$ cat src/rtl/capa_pkg.sv
// Purpose : shared constants, counter type and read-FSM encoding for the word-counter block.
// Latency : n/a (declarations only).
// Backpress: n/a.
package capa_pkg;

  localparam int NUM_FIFOS = 4;               // output FIFOs counted
  localparam int CNT_W     = 5;               // width of every counter and of salida_contador
  localparam int IDX_W     = 3;               // width of the counter-select field
  localparam int IDX_TOTAL = 4;               // idx value that selects the grand total

  typedef logic [CNT_W-1:0] cnt_t;

  typedef enum logic [1:0] {
    ESPERA  = 2'd0,
    LECTURA = 2'd1,
    RETENER = 2'd2
  } estado_t;

  // Indices 0..IDX_TOTAL address a real counter; anything above is a bad select.
  function automatic logic idx_valido(input logic [IDX_W-1:0] i);
    return i <= IDX_W'(IDX_TOTAL);
  endfunction

endpackage

$ cat src/rtl/contadores_capa_if.sv
// Purpose : bundles the FIFO observation lines and the counter-read handshake.
// Latency : n/a (wiring only).
// Backpress: req is a level held by the initiator until valid_contador is seen.
// Ports   : Enable, pop/empty per FIFO, idle, req, idx in; salida_contador, valid_contador out.
interface contadores_capa_if;
  import capa_pkg::*;

  logic                 Enable;
  logic [NUM_FIFOS-1:0] pop_fifo_azules;
  logic [NUM_FIFOS-1:0] empty_fifo_azules;
  logic                 idle;
  logic                 req;
  logic [IDX_W-1:0]     idx;
  cnt_t                 salida_contador;
  logic                 valid_contador;

  // Initiator / environment side.
  modport master (
    output Enable, pop_fifo_azules, empty_fifo_azules, idle, req, idx,
    input  salida_contador, valid_contador
  );

  // Counter block side.
  modport slave (
    input  Enable, pop_fifo_azules, empty_fifo_azules, idle, req, idx,
    output salida_contador, valid_contador
  );

endinterface

$ cat src/rtl/contadores_capa_contador_fifo.sv
// Purpose : single CNT_W-bit counter that adds a variable increment each cycle, wrapping.
// Latency : increment sampled at edge N is visible after edge N.
// Backpress: none; an increment of zero holds the value.
// Ports   : clk, reset (async active-low), inc (amount to add), cnt (registered value).
module contador_fifo
  import capa_pkg::*;
(
  input  logic clk,
  input  logic reset,
  input  cnt_t inc,
  output cnt_t cnt
);

  // Truncating add gives the modulo-2^CNT_W wrap for free.
  always_ff @(posedge clk or negedge reset) begin
    if (!reset) cnt <= '0;
    else        cnt <= cnt + inc;
  end

endmodule

$ cat src/rtl/contadores_capa.sv
// Purpose : counts words drained from the output FIFOs and answers counter-read requests.
// Latency : read sampled at edge N -> salida_contador/valid_contador after edge N (1 cycle).
// Backpress: one response per req assertion; waits while idle is low; Enable low aborts.
// Ports   : clk, reset (async active-low), bus (slave side of contadores_capa_if).
module contadores_capa
  import capa_pkg::*;
(
  input  logic               clk,
  input  logic               reset,
  contadores_capa_if.slave   bus
);

  logic [NUM_FIFOS-1:0] pop_ef;
  cnt_t                 inc_fifo [NUM_FIFOS];
  cnt_t                 inc_total;
  cnt_t                 cnt_q    [IDX_TOTAL+1];
  cnt_t                 cnt_sel;
  cnt_t                 salida_q;
  estado_t              estado_q, estado_d;
  logic                 captura;

  // A pop on an empty FIFO moves no data, and Enable low freezes everything.
  assign pop_ef = bus.pop_fifo_azules & ~bus.empty_fifo_azules & {NUM_FIFOS{bus.Enable}};

  always_comb begin
    inc_total = '0;
    for (int i = 0; i < NUM_FIFOS; i++) begin
      inc_fifo[i] = cnt_t'(pop_ef[i]);
      inc_total   = inc_total + cnt_t'(pop_ef[i]);
    end
  end

  for (genvar g = 0; g < NUM_FIFOS; g++) begin : g_cnt
    contador_fifo u_cnt (
      .clk   (clk),
      .reset (reset),
      .inc   (inc_fifo[g]),
      .cnt   (cnt_q[g])
    );
  end

  // Total is its own counter fed by the popcount, so it wraps the same way the sum does.
  contador_fifo u_cnt_total (
    .clk   (clk),
    .reset (reset),
    .inc   (inc_total),
    .cnt   (cnt_q[IDX_TOTAL])
  );

  // Snapshot mux reads the registered counters, so a pop on the request edge
  // lands in the next read, not this one.
  always_comb begin
    cnt_sel = '0;
    for (int i = 0; i <= IDX_TOTAL; i++) begin
      if (bus.idx == IDX_W'(i)) cnt_sel = cnt_q[i];
    end
  end

  always_comb begin
    estado_d = estado_q;
    captura  = 1'b0;
    if (!bus.Enable) begin
      estado_d = ESPERA;
    end else begin
      case (estado_q)
        ESPERA: begin
          if (bus.req && bus.idle) begin
            if (idx_valido(bus.idx)) begin
              captura  = 1'b1;
              estado_d = LECTURA;
            end else begin
              // Bad select: swallow this request silently until req drops.
              estado_d = RETENER;
            end
          end
        end
        LECTURA: estado_d = bus.req ? RETENER : ESPERA;
        RETENER: if (!bus.req) estado_d = ESPERA;
        default: estado_d = ESPERA;
      endcase
    end
  end

  always_ff @(posedge clk or negedge reset) begin
    if (!reset) estado_q <= ESPERA;
    else        estado_q <= estado_d;
  end

  always_ff @(posedge clk or negedge reset) begin
    if (!reset)       salida_q <= '0;
    else if (captura) salida_q <= cnt_sel;
  end

  // Decoding valid from the state register makes it drop the instant reset asserts.
  assign bus.valid_contador  = (estado_q == LECTURA);
  assign bus.salida_contador = salida_q;

endmodule

$ cat src/flat_wrapper.sv
// flat-port wrapper written by rule: the top's interface ports become plain ports
module contadores_capa_flat import capa_pkg::*;
  (clk, reset, bus_Enable, bus_pop_fifo_azules, bus_empty_fifo_azules, bus_idle, bus_req, bus_idx, bus_salida_contador, bus_valid_contador);
  contadores_capa_if bus_i ();
  input  logic clk;
  input  logic reset;
  input wire logic [$bits(bus_i.Enable)-1:0] bus_Enable;
  input wire logic [$bits(bus_i.pop_fifo_azules)-1:0] bus_pop_fifo_azules;
  input wire logic [$bits(bus_i.empty_fifo_azules)-1:0] bus_empty_fifo_azules;
  input wire logic [$bits(bus_i.idle)-1:0] bus_idle;
  input wire logic [$bits(bus_i.req)-1:0] bus_req;
  input wire logic [$bits(bus_i.idx)-1:0] bus_idx;
  output wire logic [$bits(bus_i.salida_contador)-1:0] bus_salida_contador;
  output wire logic [$bits(bus_i.valid_contador)-1:0] bus_valid_contador;
  assign bus_i.Enable = bus_Enable;
  assign bus_i.pop_fifo_azules = bus_pop_fifo_azules;
  assign bus_i.empty_fifo_azules = bus_empty_fifo_azules;
  assign bus_i.idle = bus_idle;
  assign bus_i.req = bus_req;
  assign bus_i.idx = bus_idx;
  assign bus_salida_contador = bus_i.salida_contador;
  assign bus_valid_contador = bus_i.valid_contador;
  contadores_capa u_core (.clk(clk), .reset(reset), .bus(bus_i));
endmodule
$ cat config.mk
export PLATFORM = sky130hd
export DESIGN_NAME = contadores_capa_flat
export DESIGN_NICKNAME = d
export VERILOG_FILES = /design/src/rtl/capa_pkg.sv /design/src/rtl/contadores_capa_if.sv /design/src/rtl/contadores_capa_contador_fifo.sv /design/src/rtl/contadores_capa.sv /design/src/flat_wrapper.sv
export SDC_FILE = /design/constraint.sdc
export NUM_CORES = 1
export LEC_CHECK = 0
export CELL_PAD_IN_SITES_DETAIL_PLACEMENT = 0
export CELL_PAD_IN_SITES_GLOBAL_PLACEMENT = 1
export CORE_MARGIN = 5
export CORE_UTILIZATION = 45
export DETAILED_ROUTE_END_ITERATION = 10
export HOLD_SLACK_MARGIN = 0.15
export PLACE_DENSITY_LB_ADDON = 0.1
export SYNTH_ARGS = -nofsm -noshare
export SYNTH_HDL_FRONTEND = slang
export SYNTH_HIERARCHICAL = 1
export SYNTH_SLANG_ARGS = --single-unit
$ cat constraint.sdc
create_clock -name clk -period 1.9 [get_ports clk]
set_input_delay 0.38 -clock clk [delete_from_list [all_inputs] [get_ports clk]]
set_output_delay 0.38 -clock clk [all_outputs]
set_load 0.01 [all_outputs]
After elaboration in Yosys (flattened, before gate mapping)
Cells that the tools add are included.
Cells by class
  add/sub/neg operators: 8
  order comparisons: 1
  equality and inequality tests: 8
  multiplexer cells: 15
  bitwise gates (word level): 3
  reduce and logical (&&, ||, !) cells: 4
Operators with widths (number)
  adder 5 x 1 -> 5 bit: 6
  2-to-1 mux 5 bit: 5
  2-to-1 mux 2 bit: 5
  bitwise AND 4 bit: 2
  equality test 3 x 2 -> 1 bit (second input constant): 2
  one-hot mux 2 bit (3 select lines): 1
  adder 5 bit: 1
  2-to-1 mux 1 bit: 4
  NOT 4 bit: 1
  equality test 3 x 1 -> 1 bit (second input constant): 1
  equality test 3 bit (second input constant): 1
  less-or-equal comparator 3 bit (second input constant): 1
  zero test 3 bit: 1
  != test 3 x 2 -> 1 bit (second input constant): 1
  != test 3 bit (second input constant): 1
  adder 1 x 1 -> 2 bit: 1
  equality test 2 x 1 -> 1 bit (second input constant): 1
  equality test 2 bit (second input constant): 1
  zero test 2 bit: 1
  AND reduction 2 bit: 1
  logical AND 1 bit: 1
Word-level totals
  register bits: 32
  bits of input ports: 16
  output and inout port bits: 6
  word-level logic and storage cells: 46

Depth between registers and ports, before layout
Gate-level depths: netlist (run 1).
  depth in word-level cells: 7
  mapped depth: 10
  depth with buffers taken out: 10

By module
Netlist (run 1), hierarchy kept.
Modules (own cells, without submodules)
  contador_fifo (u_core.g_cnt[1].u_cnt ...): times used 4, cells an instance 24, area each 284.0 µm², seq. area each 125.1 µm²
  contadores_capa: times used 1, cells an instance 70, area each 629.4 µm², seq. area each 175.2 µm²
  contador_fifo (u_core.g_cnt[0].u_cnt): times used 1, cells an instance 24, area each 280.3 µm², seq. area each 125.1 µm²

Least setup slack after synthesis (run 1)
No wires, ideal clock.
  path type: input to register
  from: input port bus_empty_fifo_azules[0]
  to: register u_core.u_cnt_total.cnt[4]
  setup time: 80 ps
  arrival time: 2467 ps
  data required time: 1820 ps
  path slack: -647 ps
  stages: 10
  path buffers: 0
  cell sequence: nand3b_1 fa_1 inv_1 ha_1 ha_1 inv_1 fa_1 nand2b_1 a21oi_2 xnor2_1
Between the ends
  word-level cells in the longest chain between the ends: 7
RTL lines
  start, declared: RTL line flat_wrapper.sv:9  | input wire logic [$bits(bus_i.empty_fifo_azules)-1:0] bus_empty_fifo_azules;
  NOT 4 bit: RTL line contadores_capa.sv:23  | assign pop_ef = bus.pop_fifo_azules & ~bus.empty_fifo_azules & {NUM_FIFOS{bus.Enable}};
  bitwise AND 4 bit (2 in a row): RTL line contadores_capa.sv:23
  adder 1 x 1 -> 2 bit: RTL line contadores_capa.sv:29  | inc_total = inc_total + cnt_t'(pop_ef[i]);
  adder 5 x 1 -> 5 bit (2 in a row): RTL line contadores_capa.sv:29
  named net u_core.inc_total[1]: RTL line contadores_capa.sv:15  | cnt_t inc_total;
  adder 5 bit: RTL line contadores_capa_contador_fifo.sv:17  | else cnt <= cnt + inc;
  end signal, assigned: RTL line contadores_capa_contador_fifo.sv:17
  end, declared: RTL line contadores_capa_contador_fifo.sv:11  | output cnt_t cnt
The timed path passes the listed nets, and every way through them passes these cells.
A chain may end at the register's enable or synchronous reset.

Final worst setup path (run 1)
  from: input port bus_empty_fifo_azules[3]
  to: register u_core.u_cnt_total.cnt[4]
Between the ends
  word-level cells in the longest chain between the ends: 5
RTL lines (RTL line)
  NOT 4 bit: contadores_capa.sv:23
  bitwise AND 4 bit (2 in a row): contadores_capa.sv:23
  adder 5 x 1 -> 5 bit: contadores_capa.sv:29
  named net u_core.inc_total[0]: contadores_capa.sv:15
  adder 5 bit: contadores_capa_contador_fifo.sv:17
The timed path passes the listed nets, and every way through them passes these cells.

==> impl_metrics.env, run 1 <==
export IMPL_status="finished with violations"
export IMPL_violations="setup timing"
export IMPL_yosys_top_cells_area="dfrtp_1, ha_1, xnor2_1"
export IMPL_cpPeakStageDelay_ns=0.56
export IMPL_cp_max_fo=2
export IMPL_cts_made_buffers=5
export IMPL_start_util_pct=46.7
export IMPL_hold_path_class="register to register"
export IMPL_floorplan_rows=24
export IMPL_dieWidth_um=77.4
export IMPL_gr_usage_met3_pct=3.82
export IMPL_use_met1_pct=18.1
export IMPL_routed_wl_um=4180
export IMPL_timing_critical_path_from="bus_empty_fifo_azules[3]"
export IMPL_clock_skew_ns=0.00461
export IMPL_io_pins=22
export IMPL_final_layout_size_suffix_gt1_share_pct=28.4
export IMPL_synthCells=190
export IMPL_fin_util_pct=63.8
export IMPL_crit_path_end="u_core/u_cnt_total/cnt[4]$_DFF_PN0_"
export IMPL_core_area_um2=4380
export IMPL_grt_remaining_overflow=0
export IMPL_ys_seq_elements=32
export IMPL_yosysUniqueCellTypes=27
export IMPL_clock_sinks=32
export IMPL_layout_nets=304
export IMPL_dieHeight_um=77.4
export IMPL_max_cap_viol_count=0
export IMPL_dp_hpwl_um=3230
export IMPL_grt_pass1_wl_um=7180
export IMPL_slowest_stage="fa_1"
export IMPL_num_fill_cells=369
export IMPL_ant_nets=0
export IMPL_first_pass_iters=4
export IMPL_rr_worst_depth=6
export IMPL_cts_path_max_buffers=2
export IMPL_htreeDepth=2
export IMPL_ir_drop_uv=663
export IMPL_drt_wirelength_per_cell_um=13.3
export IMPL_clk_latency_ns=0.28
export IMPL_yosys_area_top_type="dfrtp_1"
export IMPL_cp_arrival_ns=2.48
export IMPL_crit_family="adder cells"
export IMPL_clockRootBuffer="clkbuf_8"
export IMPL_grt_max_degree=33
export IMPL_cp_end_kind="register"
export IMPL_port_buffers=21
export IMPL_path_class="primary input to register"
export IMPL_layout_min_cycle_time_ns=2.27
export IMPL_antenna_found_initial=0
export IMPL_path_cells="buf_6 > nand3b_1 > fa_1 > inv_2 > ha_4 > ha_4 > inv_2 > fa_2 > nand2b_4 > a21oi_2 > xnor2_1"
export IMPL_grt_pass1_vias=1583
export IMPL_vias=1478
export IMPL_clkTransAtPathRegs_ns=0.07
export IMPL_drv_slew=0
export IMPL_whs_ns=0.485
export IMPL_r2r_end="u_core/u_cnt_total/cnt[4]$_DFF_PN0_"
export IMPL_syn_area_um2=2050
export IMPL_clock_fmax_mhz=440
export IMPL_cts_tree="built"
export IMPL_area_growth_pct=36.8
export IMPL_leakage_uw=0.00135
export IMPL_power_density_nw_per_um2=1210
export IMPL_gr_usage_met2_pct=26.1
export IMPL_grt_setup_unrepaired="yes"
export IMPL_dp_cells=294
export IMPL_required_ns=2.11
export IMPL_die_area_um2=5990
export IMPL_dp_slack_ns=-1.15
export IMPL_drt_iter0_markers=66
export IMPL_syn_area_per_cell_um2=10.8
export IMPL_gp_congestion=0.816
export IMPL_seq_area_frac_synth_pct=39.1
export IMPL_setup_ws_ns=-0.375
export IMPL_crit_cells=11
export IMPL_finalCritPeriodShare_pct=120
export IMPL_ctsHoldBuffers=0
export IMPL_final_hold_viol_count=0
export IMPL_final_instance_count_excl_fill=313
export IMPL_crit_buf_inv=3
export IMPL_vias_per_cell=4.72
export IMPL_worstHoldStart="u_core/estado_q[0]$_DFFE_PN0P_"
export IMPL_r2r_start="u_core/u_cnt_total/cnt[0]$_DFF_PN0_"
export IMPL_cp_start_kind="primary input"
export IMPL_top_usage_layer="met2"
export IMPL_power_uw=3390
export IMPL_setup_violations=4
export IMPL_yosysTopAreaCellShare_pct=39.1
export IMPL_drc_errors=0
export IMPL_antenna_cells=0
export IMPL_yosysWarnings=6
export IMPL_r2r_slack_ns=0.43
export IMPL_grt_usage_pct=15.0
[Yosys cell counts]
cell type and number:
a211oi_1 1, a21o_1 5, a21oi_1 1, a21oi_2 9, and3b_1 1, buf_6 2, clkbuf_1 1, conb_1 1
dfrtp_1 32, fa_1 6, ha_1 22, inv_1 27, mux2i_1 5, nand2_1 6, nand2b_1 6, nand3_1 5
nand3b_1 3, nand4b_1 1, nor2_1 12, nor2_2 1, nor2b_1 6, o211a_1 5, o21a_1 1, o21ai_0 4
o21ai_1 2, o31ai_2 5, xnor2_1 20
[flip-flops by register name (all words and copies together) (netlist names)]
signal                      cells
u_core/g_cnt.u_cnt/cnt         20
u_core/estado_q                 2
u_core/u_cnt_total/cnt          5
u_core/bus.salida_contador      5
[cell usage in the layout (no fill, tap or decap), types with 3 or more instances in the layout]
cell	netlist	routed
a21o_1	5	5
a21oi_2	9	10
buf_4	0	17
buf_6	2	9
clkbuf_8	0	6
clkdlybuf4s50_1	0	12
conb_1	1	22
dfrtp_1	32	32
fa_2	0	4
ha_1	22	15
ha_4	0	6
inv_1	27	21
inv_2	0	5
mux2i_1	5	5
nand2_1	6	6
nand2b_4	0	4
nand3_1	5	5
nand3b_1	3	3
nor2_1	12	12
nor2b_1	6	6
o211a_1	5	5
o21ai_0	4	4
o31ai_2	5	5
xnor2_1	20	20
[stage by stage]
step | instance area [um^2] | TNS [ns]
3_3_place_gp | 2500 | -8.31
2_1_floorplan | 2140 | -1.72
4_1_cts | 2720 | -1.31
3_5_place_dp | 2500 | -9.38
6_report | 2800 | -1.14
5_1_grt | 2800 | -1.36
[how the worst min path moves through the flow]
stage,depth (start not counted),slack [ns],endpoint
finish,1,0.48,u_core/estado_q[1]$_DFFE_PN0P_
global route,2,0.52,u_core/bus.salida_contador[2]$_DFFE_PN0P_
floorplan,0,0.08,u_core/bus.salida_contador[0]$_DFFE_PN0P_
detailed placement,2,0.48,u_core/bus.salida_contador[1]$_DFFE_PN0P_
global placement,1,0.45,u_core/estado_q[1]$_DFFE_PN0P_
CTS,1,0.49,u_core/estado_q[1]$_DFFE_PN0P_
[where the power goes]
| group | internal (uW) | leakage (uW) | total [uW] | switching, uW |
|---|---|---|---|---|
| combinational | 854 | 0.000919 | 1590 | 739 |
| clock | 295 | 0.0000455 | 540 | 245 |
| sequential | 1010 | 0.000385 | 1250 | 243 |
[layer usage]
layer | vias to the layer above | routed length [um]
li1 | 744 | -
met1 | 712 | 1820
met2 | 15 | 2180
met3 | 7 | 128
met4 | 0 | 51
met5 | - | 0
[layout make-up]
class                      count  area [um^2]  area share (%)
tap                           52         65.1            2.33
timing repair buffer          45          419            15.0
sequential                    32          801            28.6
inverter                      27          104            3.71
clock buffer                   8         90.1            3.22
multi-input combinational    149         1320            47.1
[cell families after synthesis]
family | count (synthesis) | share of synthesized area [%]
mux | 5 | 2.45
compound gates | 33 | 13.6
simple gates | 41 | 10.5
xor+xnor | 20 | 8.56
buf+inv | 30 | 6.24
other cells | 1 | 0.183
flops | 32 | 39.1
fa+ha+maj | 28 | 19.3
[repair_timing]
item                                    in CTS  in global routing
gates cloned                                 0                  0
endpoints found under the setup margin      13                  9
gates resized for setup                     39                 18
pin swaps                                   14                 13
setup buffers                               11                  4
Note: power is estimated with default switching activity, not from simulation.
==> run 2: changes to the inputs <==
- SLEW_MARGIN: default -> 25
==> results of run 2 <==
Final layout, timing and power as in run 1 (identical DEF).
